--- config.mk ---
export PLATFORM = sky130hd
export DESIGN_NAME = shift_result_serializer
export DESIGN_NICKNAME = d
export VERILOG_FILES = /design/src/rtl/shift_result_serializer.sv
export SDC_FILE = /design/constraint.sdc
export NUM_CORES = 1
export LEC_CHECK = 0
export CORE_MARGIN = 5
export CORE_UTILIZATION = 49
export DETAILED_ROUTE_END_ITERATION = 16
export HOLD_SLACK_MARGIN = 0.1
export PLACE_DENSITY = 0.81
export SLEW_MARGIN = 10
export SYNTH_ARGS = -nofsm -noshare
export SYNTH_HDL_FRONTEND = slang
export SYNTH_SLANG_ARGS = --single-unit
export TNS_END_PERCENT = 1
--- constraint.sdc ---
create_clock -name clk -period 2.9 [get_ports clk]
set_input_delay 0.58 -clock clk [delete_from_list [all_inputs] [get_ports clk]]
set_output_delay 0.58 -clock clk [all_outputs]
set_load 0.005 [all_outputs]
--- src/rtl/shift_result_serializer.sv ---
// shift_result_serializer
// Captures each W-bit result from the shift stage one clock after its start
// strobe, queues it in a small FIFO and sends it out as an MSB-first serial
// frame over a valid/ready bit stream. The FIFO decouples the single-cycle
// compute stage from a serial consumer that may stall.

module shift_result_serializer #(
    parameter int W     = 4,
    parameter int DEPTH = 4,
    parameter int AW    = 2
) (
    input  logic          clk,
    input  logic          reset,
    input  logic          start,
    input  logic [W-1:0]  C_in,
    input  logic          tx_ready,
    input  logic          clr_ovf,
    output logic          tx_valid,
    output logic          tx_data,
    output logic          tx_sof,
    output logic          tx_eof,
    output logic [AW:0]   fifo_count,
    output logic          fifo_full,
    output logic          fifo_empty,
    output logic          overflow
);

    // Serializer states
    localparam logic [0:0] ST_IDLE  = 1'b0;
    localparam logic [0:0] ST_SHIFT = 1'b1;

    localparam int            BW       = (W > 1) ? $clog2(W) : 1;
    localparam logic [BW-1:0] BIT_TOP  = BW'(W - 1);
    localparam logic [BW-1:0] BIT_ZERO = '0;
    localparam logic [AW:0]   CNT_FULL = (AW + 1)'(DEPTH);
    localparam logic [AW:0]   CNT_ONE  = (AW + 1)'(1);
    localparam logic [AW-1:0] PTR_ONE  = AW'(1);

    // Registers
    logic              cap_pend_r;
    logic [AW-1:0]     wr_ptr_r;
    logic [AW-1:0]     rd_ptr_r;
    logic [AW:0]       cnt_r;
    logic              full_r;
    logic              empty_r;
    logic              ovf_r;
    logic [0:0]        state_r;
    logic [W-1:0]      shreg_r;
    logic [BW-1:0]     bit_cnt_r;
    logic [W-1:0]      mem_r [DEPTH];

    // Next-state / control signals
    logic              push_req_s;
    logic              push_ok_s;
    logic              drop_s;
    logic              pop_s;
    logic [AW:0]       cnt_nxt_s;
    logic              ovf_nxt_s;
    logic [0:0]        state_nxt_s;
    logic [W-1:0]      shreg_nxt_s;
    logic [BW-1:0]     bit_cnt_nxt_s;
    logic [W-1:0]      head_s;

    assign head_s     = mem_r[rd_ptr_r];
    assign push_req_s = cap_pend_r;

    // Serializer FSM: decides pop, frame load, shift and state transitions
    always_comb begin
        pop_s         = 1'b0;
        state_nxt_s   = state_r;
        shreg_nxt_s   = shreg_r;
        bit_cnt_nxt_s = bit_cnt_r;
        case (state_r)
            ST_IDLE: begin
                if (!empty_r) begin
                    pop_s         = 1'b1;
                    shreg_nxt_s   = head_s;
                    bit_cnt_nxt_s = BIT_TOP;
                    state_nxt_s   = ST_SHIFT;
                end else begin
                    state_nxt_s   = ST_IDLE;
                end
            end
            ST_SHIFT: begin
                if (!tx_ready) begin
                    // consumer stalled: hold everything
                    state_nxt_s   = ST_SHIFT;
                end else if (bit_cnt_r != BIT_ZERO) begin
                    shreg_nxt_s   = {shreg_r[W-2:0], 1'b0};
                    bit_cnt_nxt_s = bit_cnt_r - BW'(1);
                end else if (!empty_r) begin
                    // last bit accepted and another result waiting: no gap
                    pop_s         = 1'b1;
                    shreg_nxt_s   = head_s;
                    bit_cnt_nxt_s = BIT_TOP;
                    state_nxt_s   = ST_SHIFT;
                end else begin
                    shreg_nxt_s   = '0;
                    bit_cnt_nxt_s = BIT_ZERO;
                    state_nxt_s   = ST_IDLE;
                end
            end
            default: begin
                shreg_nxt_s   = '0;
                bit_cnt_nxt_s = BIT_ZERO;
                state_nxt_s   = ST_IDLE;
            end
        endcase
    end

    // FIFO admission, occupancy update and sticky overflow flag
    always_comb begin
        // a full FIFO can still take a push when the head leaves on the same edge
        if (push_req_s && ((cnt_r != CNT_FULL) || pop_s)) begin
            push_ok_s = 1'b1;
        end else begin
            push_ok_s = 1'b0;
        end
        drop_s = push_req_s & ~push_ok_s;

        case ({push_ok_s, pop_s})
            2'b10:   cnt_nxt_s = cnt_r + CNT_ONE;
            2'b01:   cnt_nxt_s = cnt_r - CNT_ONE;
            default: cnt_nxt_s = cnt_r;
        endcase

        // a new drop takes priority over a clear in the same cycle
        if (drop_s) begin
            ovf_nxt_s = 1'b1;
        end else if (clr_ovf) begin
            ovf_nxt_s = 1'b0;
        end else begin
            ovf_nxt_s = ovf_r;
        end
    end

    // Capture strobe, pointers, occupancy, status flags and serializer state
    always_ff @(posedge clk or negedge reset) begin
        if (!reset) begin
            cap_pend_r <= 1'b0;
            wr_ptr_r   <= '0;
            rd_ptr_r   <= '0;
            cnt_r      <= '0;
            full_r     <= 1'b0;
            empty_r    <= 1'b1;
            ovf_r      <= 1'b0;
            state_r    <= ST_IDLE;
            shreg_r    <= '0;
            bit_cnt_r  <= BIT_ZERO;
        end else begin
            cap_pend_r <= start;
            if (push_ok_s) begin
                wr_ptr_r <= wr_ptr_r + PTR_ONE;
            end else begin
                wr_ptr_r <= wr_ptr_r;
            end
            if (pop_s) begin
                rd_ptr_r <= rd_ptr_r + PTR_ONE;
            end else begin
                rd_ptr_r <= rd_ptr_r;
            end
            cnt_r      <= cnt_nxt_s;
            full_r     <= (cnt_nxt_s == CNT_FULL);
            empty_r    <= (cnt_nxt_s == '0);
            ovf_r      <= ovf_nxt_s;
            state_r    <= state_nxt_s;
            shreg_r    <= shreg_nxt_s;
            bit_cnt_r  <= bit_cnt_nxt_s;
        end
    end

    // FIFO storage; contents are don't-care until written, so no reset
    always_ff @(posedge clk) begin
        if (push_ok_s) begin
            mem_r[wr_ptr_r] <= C_in;
        end else begin
            mem_r[wr_ptr_r] <= mem_r[wr_ptr_r];
        end
    end

    // Serial stream outputs decoded from state registers only
    always_comb begin
        if (state_r == ST_SHIFT) begin
            tx_valid = 1'b1;
            tx_data  = shreg_r[W-1];
            tx_sof   = (bit_cnt_r == BIT_TOP);
            tx_eof   = (bit_cnt_r == BIT_ZERO);
        end else begin
            tx_valid = 1'b0;
            tx_data  = 1'b0;
            tx_sof   = 1'b0;
            tx_eof   = 1'b0;
        end
    end

    assign fifo_count = cnt_r;
    assign fifo_full  = full_r;
    assign fifo_empty = empty_r;
    assign overflow   = ovf_r;

endmodule

# == After elaboration in Yosys (flattened, before gate mapping) ==
# Memory sizes are Yosys's and may differ from the RTL's.
# Index checks and enable logic that the tools add are counted.
# classes
n_addsub,5
mul,0
n_div,0
order_cmp,0
eq_ne,8
n_shift,0
mux,29
bitwise_logic,4
n_reduce_logical,8
# ops
operator,count
4-bit two-way mux,5
1-bit two-way mux,15
2-bit two-way mux,4
4-bit one-hot mux with 2 select lines,1
3-bit one-hot mux with 2 select lines,1
"2-bit by 1-bit adder with 2-bit output, second input constant",2
"2-bit == test, second input constant",2
"2-bit != test, second input constant",2
1-bit one-hot mux with 2 select lines,2
2-bit one-hot mux with 2 select lines,1
2-bit AND reduction,2
2-bit nonzero test,2
"3-bit by 1-bit adder with 3-bit output, second input constant",1
"3-bit == test, second input constant",1
3-bit logical NOT,1
"3-bit != test, second input constant",1
"3-bit by 1-bit subtractor with 3-bit output, second input constant",1
"2-bit by 1-bit == test with 1-bit output, second input constant",1
2-bit logical NOT,1
1-bit inverter,2
"2-bit by 1-bit subtractor with 2-bit output, second input constant",1
1-bit AND,1
1-bit logical AND,1
1-bit logical OR,1
other kinds (2),2
# word_totals
register_bits,18
latchBits,0
ramBits,16
romBits,0
input_bits,9
out_inout_bits,10
mem_count,1
# mem_list
name,depth,word_bits,read_ports,rd_clocked_by_memory_dff,write_ports,line,rtl
mem_r,4,4,1,0,1,50,logic [W-1:0] mem_r [DEPTH];

# == Logic depth before layout (Yosys ltp) ==
# Gate-level depths: netlist (run 1).
# depth
depth_word,10
ltp_mapped,10
depth_no_buf,8

# == Worst setup path after synthesis (run 1) ==
# OpenSTA, ideal clock, no wires.
# synth_timing
kind,input port to flip-flop
start,in tx_ready
end,reg empty_r (netlist: fifo_empty)
arrival_time_ns,2.728
required_time_ns,2.840
setup_slack_ns,0.112
cell_stages,8
cell_sequence,or3b_4 a211oi_4 inv_1 fa_1 nand2_1 or4_2 a21oi_1 or3_1
# synth_via
elab_chain_cells,8
# synth_lines
element,line,rtl
start: declaration,16,"input logic tx_ready,"
1-bit two-way mux *,85,if (!tx_ready) begin
1-bit one-hot mux with 2 select lines *,73,case (state_r)
1-bit logical OR,114,if (push_req_s && ((cnt_r != CNT_FULL) || pop_s)) begin
1-bit logical AND,114,
1-bit two-way mux,114,
2-bit by 1-bit == test with 1-bit output or 2-bit == test (tied branches),121,"case ({push_ok_s, pop_s})"
3-bit one-hot mux with 2 select lines *,121,
3-bit logical NOT *,164,empty_r <= (cnt_nxt_s == '0);
end signal: assignment,164,
end: declaration,45,logic empty_r;
# Every way passes the cells marked *; elsewhere a longest branch is shown, timed or not.
# A chain may end at the register's enable or synchronous reset.

# == Worst setup path in the final report (run 1) ==
# layout_timing
start,reg bit_cnt_r[0]
end,reg empty_r (netlist: fifo_empty)
# layout_via
elab_chain_cells,10
# layout_lines
element,line,rtl
start: declaration,49,logic [BW-1:0] bit_cnt_r;
start signal: assignment,168,bit_cnt_r <= bit_cnt_nxt_s;
2-bit nonzero test *,88,end else if (bit_cnt_r != BIT_ZERO) begin
1-bit two-way mux *,88,
1-bit two-way mux *,85,
1-bit one-hot mux with 2 select lines *,73,
1-bit logical OR,114,
1-bit logical AND,114,
1-bit two-way mux,114,
2-bit by 1-bit == test with 1-bit output or 2-bit == test (tied branches),121,
3-bit one-hot mux with 2 select lines *,121,
3-bit logical NOT *,164,
# Marked as above.

==> results.py, run 1 <==
metrics = {
    "outcome": {
        "outcome": "finished clean",
    },
    "yosys": {
        "synth_top_cell_area_share_pct": 28.6,
        "synth_edf_count": 16,
        "async_flop_share_pct": 52.9,
        "postSynthAreaPerCell_um2": 13.4,
        "ys.flop_type": "dfrtp_1",
        "synth_nets": 139,
        "ys_seq_area_share_pct": 55.5,
        "syn_area_um2": 1680,
        "yosysWarnings": 0,
        "ys_ff_latch": 34,
        "synth_top_area_cell": "edfxtp_1",
        "postSynthCellCount": 125,
        "ys_types": 45,
        "yosys-top-cells-area": "edfxtp_1 (29%), dfrtp_1 (25%), mux4_2 (5.4%)",
    },
    "final_layout": {
        "regArea_um2": 932,
        "multi_input_area_um2": 636,
        "drive_above_1_share_pct": 18.5,
        "synthToLayoutAreaGrowth_pct": 19.7,
        "fin_nets": 164,
        "diodes": 0,
        "n_fill_cell": 281,
        "final_cell_mix": "dfrtp_1 (17), clkdlybuf4s50_1 (17), edfxtp_1 (16)",
        "final_area_um2": 2010,
    },
    "clock_network": {
        "cts_tree": "yes",
        "cts_buffer_depth": 2,
        "cts_sinks": 34,
        "numCtsBuffers": 5,
        "cts.clk_slew.worst_paths_ns": 0.10,
        "root_buffer": "clkbuf_4",
        "clk_latency_ns": 0.33,
        "post_cts_buffers": 0,
        "htreeDepth": 2,
        "cts_hold_buf": 0,
    },
    "timing": {
        "drv_slew": 0,
        "clock_skew_ns": 0.00608,
        "whs_ns": 0.500,
        "tightestPinTransition_ns": 0.805,
        "finalSetupViolCount": 0,
        "post-route-period-util_pct": 93.6,
        "hold_viol_final": 0,
        "fin_crit_ns": 2.72,
        "fmax_mhz": 368,
        "slew_headroom_pct": 46.2,
        "rsz0062_at_grt": "no",
    },
    "route": {
        "num_vias": 1105,
        "wl_per_cell_um": 16.1,
        "antenna_left": 0,
        "routed_wl_mm": 3.18,
        "drt_iter0_drc": 68,
        "drc": 0,
        "drt_pass1_iterations": 4,
        "via_per_inst": 5.61,
    },
    "floorplan": {
        "die-area_um2": 4700,
        "rows": 21,
        "fp.dieW_um": 68.5,
        "core_um2": 3340,
        "start_util_pct": 50.3,
        "io_pins": 19,
        "die_y_um": 68.5,
    },
    "power_and_ir_drop": {
        "power.density_nw_per_um2": 1040,
        "p_leak_nw": 0.820,
        "ir_drop_mv": 0.450,
    },
    "worst_setup_path": {
        "r2r_slack_ns": 0.18,
        "crit_fanout": 9,
        "end_kind": "flip-flop",
        "worst_setup_path_start_kind": "flip-flop",
        "crit_arrival_ns": 2.97,
        "r2r-start": "bit_cnt_r[0]",
        "timing.rr.end": "fifo_empty",
        "crit_required_ns": 3.16,
        "worstSetupPathType": "flip-flop to flip-flop",
        "rr_worst_depth": 9,
    },
    "run": {
        "maxCapViolations": 0,
    },
    "place": {
        "gp_congestion": 0.773,
        "hpwl_mm": 2.34,
        "placed_cell_area_um2": 1890,
        "io_buffers": 18,
    },
    "grt": {
        "grt_pass1_vias": 1093,
        "antenna_found_initial": 0,
        "grt_use_total_pct": 16.3,
        "grt_max_degree": 19,
        "grt_overflow_total": 0,
        "grt_pass1_wl_mm": 5.33,
    },
    "hold_path": {
        "worstHoldStart": "shreg_r[1]",
        "min_to": "shreg_r[2]",
        "whs_path_depth": 2,
        "hold_class": "flip-flop to flip-flop",
    },
}
kinds of logic (layout without fill, tap and decap cells):
group / after synthesis / after routing / share of synthesized area (%)
XOR/XNOR: 5 / 5 / 2.61
AO/OA/AOI/OAI: 21 / 21 / 11.0
adder cells (fa/ha/maj): 5 / 5 / 4.17
AND/OR/NAND/NOR: 35 / 35 / 12.3
multiplexers: 7 / 7 / 7.45
buffers and inverters: 18 / 44 / 7.00
flip-flops: 34 / 34 / 55.5
registers in the layout (all words and copies together), names as in the netlist:
name,cells
mem_r,16
shreg_r,4
fifo_count,3
bit_cnt_r,2
rd_ptr_r,2
wr_ptr_r,2
cap_pend_r,1
fifo_empty,1
fifo_full,1
overflow,1
state_r,1
routing by layer:
| metal | part of all wire (%) | track usage [%] | vias to the layer above |
|---|---|---|---|
| met5 | 0 | 0 | - |
| met4 | 3.7 | 12.2 | 0 |
| met3 | 4.1 | 2.76 | 10 |
| met2 | 51 | 25.0 | 29 |
| met1 | 41 | 20.4 | 557 |
| li1 | - | - | 509 |
stage by stage:
stage / utilization (%) / setup WS, ns / TNS (ns) / std cells / total power [mW]
after floorplan: - / 0.112 / 0 / 125 / 1.35
after global placement: 56.6 / -0.286 / -0.424 / 189 / 1.58
after detailed placement: 56.6 / -0.404 / -0.704 / 189 / 1.65
after CTS: 60.1 / 0.0842 / 0 / 197 / 2.10
after global routing: 60.2 / 0.0555 / 0 / 197 / 2.22
final: 60.2 / 0.184 / 0 / 197 / 2.08
cell type report:
cell class / count / share of cell area, %
Tap cell: 46 / 2.86
Sequential cell: 34 / 46.4
Inverter: 12 / 2.24
Timing Repair Buffer: 24 / 11.3
Multi-Input combinational cell: 73 / 31.6
Clock inverter: 2 / 2.99
Clock buffer: 6 / 2.55
cell usage after synthesis (2+ instances only):
library cell and n:
a21oi_1 5, a222oi_1 3, and2_1 7, buf_6 2, dfrtp_1 17, edfxtp_1 16, ha_1 4, inv_1 12
mux2i_1 2, mux4_2 4, nand2_1 7, nand4_1 2, nor2_1 4, nor3_1 3, nor4b_1 2, o21ai_0 2
xnor2_1 5
power by group:
group | total, mW | internal (mW) | leakage, nW | switching (mW)
clock network | 0.448 | 0.292 | 0.0585 | 0.155
logic | 0.801 | 0.447 | 0.399 | 0.353
registers | 0.836 | 0.663 | 0.362 | 0.173
total | 2.08 | 1.40 | 0.820 | 0.681
critical path: stages (launching register included):
cell      delay (ns)
dfrtp_1         0.48
or3b_4          0.46
a211oi_4        0.27
inv_1           0.08
fa_1            0.48
buf_4           0.16
and2_1          0.16
nand4_1         0.11
a21oi_2         0.06
or3_1           0.37
what timing repair did:
item,in CTS,in global routing
pin swaps,1,4
endpoints found under the setup margin,1,1
hold endpoints to repair,0,0
gates resized for setup,2,1
worst max-delay path by stage:
stage,from,endpoint
after floorplan,tx_ready,fifo_empty
after global placement,tx_ready,fifo_empty
after detailed placement,tx_ready,fifo_empty
after CTS,tx_ready,fifo_empty
after global routing,bit_cnt_r[0],fifo_empty
final,bit_cnt_r[0],fifo_empty
(Power assumes the default switching activity.)
==> inputs of run 2 (changes only) <==
--- a/config.mk
+++ b/config.mk
@@ -5,7 +5,6 @@
 export SDC_FILE = /design/constraint.sdc
 export NUM_CORES = 1
 export LEC_CHECK = 0
-export CORE_MARGIN = 5
 export CORE_UTILIZATION = 49
 export DETAILED_ROUTE_END_ITERATION = 16
 export HOLD_SLACK_MARGIN = 0.1
==> results.py, run 2 (same netlist as run 1, synthesis figures left out) <==
metrics = {
    "power_and_ir_drop": {
        "ir_drop_mv": 0.439,
        "p_leak_nw": 0.781,
        "report.power.total_mw": 1.86,
        "power.density_nw_per_um2": 956,
    },
    "timing": {
        "slew_headroom_pct": 44.6,
        "tightestPinTransition_ns": 0.828,
        "clock_skew_ns": 0.00696,
        "rsz0062_at_grt": "no",
        "fmax_mhz": 357,
        "fin_crit_ns": 2.80,
        "drv_slew": 0,
        "finalSetupViolCount": 0,
        "post-route-period-util_pct": 96.7,
        "whs_ns": 0.516,
        "setup_ws_ns": 0.0952,
        "hold_viol_final": 0,
    },
    "outcome": {
        "outcome": "finished clean",
    },
    "clock_network": {
        "clk_latency_ns": 0.33,
        "root_buffer": "clkbuf_4",
        "cts_sinks": 34,
        "cts_hold_buf": 0,
        "htreeDepth": 2,
        "cts_tree": "yes",
        "post_cts_buffers": 0,
        "cts_buffer_depth": 2,
        "numCtsBuffers": 5,
        "cts.clk_slew.worst_paths_ns": 0.10,
        "post_cts_resized": 0,
    },
    "floorplan": {
        "die-area_um2": 3670,
        "core_um2": 3150,
        "fp.dieW_um": 60.5,
        "die_y_um": 60.5,
        "io_pins": 19,
        "start_util_pct": 53.3,
        "rows": 20,
    },
    "final_layout": {
        "final_area_um2": 1950,
        "fin_nets": 164,
        "final_cell_mix": "clkdlybuf4s50_1 (18), dfrtp_1 (17), edfxtp_1 (16)",
        "synthToLayoutAreaGrowth_pct": 15.9,
        "regMostFlops": "mem_r",
        "drive_above_1_share_pct": 18.5,
        "layout_commonest_cell": "clkdlybuf4s50_1",
        "diodes": 0,
        "largest_register_ffs": 16,
        "finalNonFillerCells": 195,
    },
    "route": {
        "drt_pass1_iterations": 4,
        "via_per_inst": 5.57,
        "routed_wl_mm": 2.98,
        "wl_per_cell_um": 15.3,
        "drt_iter0_drc": 65,
        "num_vias": 1087,
        "antenna_left": 0,
        "drc": 0,
    },
    "hold_path": {
        "worstHoldStart": "shreg_r[1]",
        "hold_class": "flip-flop to flip-flop",
    },
    "grt": {
        "grt_pass1_vias": 1039,
        "grt_overflow_total": 0,
        "antenna_found_initial": 0,
        "grt_max_degree": 19,
        "grt_use_total_pct": 19.0,
        "grt_pass1_wl_mm": 4.91,
    },
    "worst_setup_path": {
        "startpoint": "tx_ready",
        "crit_required_ns": 3.16,
        "end_kind": "flip-flop",
        "worstSetupPathType": "input pin to flip-flop",
        "crit_arrival_ns": 3.07,
        "crit_fanout": 4,
        "r2r-start": "bit_cnt_r[0]",
        "worst_setup_path_start_kind": "input pin",
    },
    "place": {
        "placed_cell_area_um2": 1890,
        "hpwl_mm": 2.22,
        "post-place-ws_ns": -0.314,
        "io_buffers": 18,
        "gp_congestion": 0.801,
        "dp_cells": 187,
    },
    "run": {
        "maxCapViolations": 0,
    },
}
run 2: cell types whose count changed in the layout (fill, tap and decap cells not counted), sizes merged:
cell / delta
clkinvlp: +1
bufinv: -2
dlymetal6s2s: -1
clkbuf: -1
clkdlybuf4s50: +1
clkinv: +2
run 2: through the flow:
step	util [%]	TNS, ns
final	61.7	0
after floorplan	-	0
after detailed placement	59.8	-0.464
after global routing	61.7	0
after global placement	59.8	-0.377
after CTS	61.5	0
run 2: per-layer routing:
metal  track usage [%]  share of wire, %  vias to the layer above
met2              30.0                50                       31
met5                 0                 0                        -
met3              4.69               4.8                        7
met1              25.0                43                      536
met4              8.44               1.6                        0
li1                  -                 -                      513
run 2: layout make-up:
cell class	count	area, um^2
clock buffer	5	37.5
clock inverter	3	16.3
fill	257	1210
inverter	12	45.0
multi-input combinational	73	636
sequential	34	932
tap	44	55.1
timing repair buffer	24	225
run 2: path summary, 6_finish.rpt:
path | slack [ns] | cells past startpoint | end
max in group asynchronous | 1.67 | 1 | cap_pend_r
setup / recovery | 0.1 | 10 | fifo_empty
min in group asynchronous | 0.71 | 1 | bit_cnt_r[1]
hold reg to reg | 0.52 | 2 | shreg_r[2]
hold / removal | 0.52 | 2 | shreg_r[2]
setup reg to reg | 0.29 | 9 | fifo_empty
run 2: worst max-delay path, cell delays in order:
cell and delay [ns]:
clkdlybuf4s50_1 0.47, or3b_4 0.40, a211oi_4 0.24, inv_2 0.06, fa_1 0.48, buf_4 0.16, and2_1 0.16, nand4b_1 0.09
a21oi_1 0.06, or3_1 0.37
run 2: power breakdown:
part           switching, mW  internal, mW  leakage [nW]
Combinational          0.348         0.439         0.390
Sequential             0.167         0.663         0.362
Clock                  0.153        0.0899        0.0286
Total                  0.668          1.19         0.781
==> inputs of run 3 (changes only) <==
--- a/config.mk
+++ b/config.mk
@@ -5,10 +5,10 @@
 export SDC_FILE = /design/constraint.sdc
 export NUM_CORES = 1
 export LEC_CHECK = 0
-export CORE_UTILIZATION = 49
+export CORE_UTILIZATION = 45
 export DETAILED_ROUTE_END_ITERATION = 16
 export HOLD_SLACK_MARGIN = 0.1
-export PLACE_DENSITY = 0.81
+export PLACE_DENSITY = 0.76
 export SLEW_MARGIN = 10
 export SYNTH_ARGS = -nofsm -noshare
 export SYNTH_HDL_FRONTEND = slang
==> results.py, run 3 (same netlist as run 1, synthesis figures left out) <==
metrics = {
    "floorplan": {
        "rows": 21,
        "fp.dieW_um": 63.1,
        "core_um2": 3440,
        "die_y_um": 63.1,
        "io_pins": 19,
        "start_util_pct": 48.8,
        "die-area_um2": 3980,
    },
    "final_layout": {
        "finish.utilization_pct": 57.7,
        "drive_above_1_share_pct": 17.6,
        "final_area_um2": 1990,
        "fin_nets": 166,
        "largest_register_ffs": 16,
        "final_cell_mix": "dfrtp_1 (17), clkdlybuf4s50_1 (17), edfxtp_1 (16)",
        "synthToLayoutAreaGrowth_pct": 18.3,
        "regMostFlops": "mem_r",
        "diodes": 0,
        "n_fill_cell": 282,
    },
    "clock_network": {
        "cts_tree": "yes",
        "cts_hold_buf": 0,
        "cts.clk_slew.worst_paths_ns": 0.07,
        "root_buffer": "clkbuf_8",
        "htreeDepth": 2,
        "cts_sinks": 34,
        "clk_latency_ns": 0.28,
        "cts_buffer_depth": 2,
        "numCtsBuffers": 5,
    },
    "power_and_ir_drop": {
        "p_int_mw": 1.28,
        "power_frac_seq_pct": 42.6,
        "sw_frac_of_total_pct": 34.1,
        "combPwrFrac_pct": 41.0,
        "report.power.total_mw": 1.95,
        "clock_power_share_pct": 16.4,
        "power.density_nw_per_um2": 982,
        "p_leak_nw": 0.801,
        "p_sw_uw": 665,
        "ir_drop_mv": 0.474,
    },
    "timing": {
        "drv_slew": 0,
        "hold_viol_final": 0,
        "fmax_mhz": 367,
        "rsz0062_at_grt": "no",
        "finalSetupViolCount": 0,
        "tightestPinTransition_ns": 0.821,
        "clock_skew_ns": 0.0104,
        "slew_headroom_pct": 45.1,
        "post-route-period-util_pct": 94.0,
        "fin_crit_ns": 2.73,
    },
    "worst_setup_path": {
        "crit_slowest_cell": "fa_2",
        "crit_chain": "dlygate4sd2_1 -> or3b_4 -> a211oi_4 -> inv_1 -> fa_2 -> nand2_1 -> or4_2 -> a21oi_1 -> or3_1",
        "crit_arrival_ns": 2.95,
        "end_kind": "flip-flop",
        "worst_setup_path_start_kind": "input pin",
        "crit_required_ns": 3.13,
        "slowest_delay_ns": 0.56,
        "worstSetupPathType": "input pin to flip-flop",
        "critPathBufInv": 2,
        "cpLargestDelayFamily": "simple AND/OR/NAND/NOR gates",
        "crit_fanout": 2,
    },
    "route": {
        "drt_iter0_drc": 51,
        "via_per_inst": 5.54,
        "wl_per_cell_um": 14.5,
        "num_vias": 1103,
        "drc": 0,
        "antenna_left": 0,
        "drt_pass1_iterations": 4,
        "routed_wl_mm": 2.89,
    },
    "place": {
        "hpwl_mm": 2.10,
        "placed_cell_area_um2": 1900,
        "io_buffers": 18,
        "gp_congestion": 0.848,
    },
    "grt": {
        "grt_max_degree": 19,
        "grt_pass1_vias": 1054,
        "antenna_found_initial": 0,
        "grt_use_total_pct": 16.3,
        "grt_overflow_total": 0,
        "grt_pass1_wl_mm": 4.84,
    },
    "outcome": {
        "outcome": "finished clean",
    },
    "hold_path": {
        "hold_class": "flip-flop to flip-flop",
    },
    "run": {
        "maxCapViolations": 0,
    },
}
==> run 3: cell types whose count changed in the layout (fill, tap and decap cells not counted), sizes merged <==
cell,delta
clkinvlp,-1
dlygate4sd2,+1
clkinv,+1
buf,+2
clkdlybuf4s50,-1
==> run 3: power by group through the flow <==
| stage | clock network, mW | logic (mW) | registers [mW] |
|---|---|---|---|
| floorplan | 0 | 0.595 | 0.760 |
| global placement | 0 | 0.745 | 0.827 |
| detailed placement | 0 | 0.774 | 0.842 |
| CTS | 0.325 | 0.803 | 0.832 |
| global route | 0.345 | 0.881 | 0.858 |
| finish | 0.319 | 0.799 | 0.831 |
==> run 3: worst min-delay path, delay by kind of cell (launching register included) <==
family | cells | cell delay, ns
compound gates | 1 | 0.07
buf+inv | 1 | 0.05
flops | 1 | 0.36
==> run 3: layout make-up <==
type,instances,area (um^2),area share (%)
clock buffers,5,68.8,3.47
clock inverters,3,11.3,0.567
inverters,12,45.0,2.27
multi-input cells,73,632,31.8
flip-flops and latches,34,932,46.9
well taps,46,57.6,2.90
repair buffers,26,239,12.0
==> run 3: final timing paths <==
check	endpoint	slack, ns	start	depth (start not counted)
min in group asynchronous	fifo_count[2]	0.77	reset	1
hold reg to reg	shreg_r[2]	0.51	shreg_r[1]	2
setup / recovery	fifo_empty	0.17	tx_ready	9
hold / removal	shreg_r[2]	0.51	shreg_r[1]	2
setup reg to reg	fifo_empty	0.19	bit_cnt_r[0]	8
max in group asynchronous	fifo_count[0]	1.61	reset	1
==> run 3: through the flow <==
stage	hold WS [ns]	TNS, ns	setup WS [ns]	cells
floorplan	0.284	0	0.112	125
global placement	0.470	-0.436	-0.325	190
detailed placement	0.500	-0.557	-0.396	190
CTS	0.519	0	0.183	199
global route	0.552	0	0.0914	199
finish	0.511	0	0.174	199
==> run 3: metal layers <==
metal  share of wire, %  wire, um  GRT usage, %  vias to the layer above
met1                 44      1260          20.1                      549
li1                   -         -             -                      512
met5                  0         0             0                        -
met2                 50      1450          26.5                       33
met4                2.4        68          9.59                        0
met3                3.8       110          3.26                        9
==> run 3: what timing repair did <==
item,CTS,global route
setup endpoints to repair,1,0
resized for setup,2,0
setup buffers,1,0
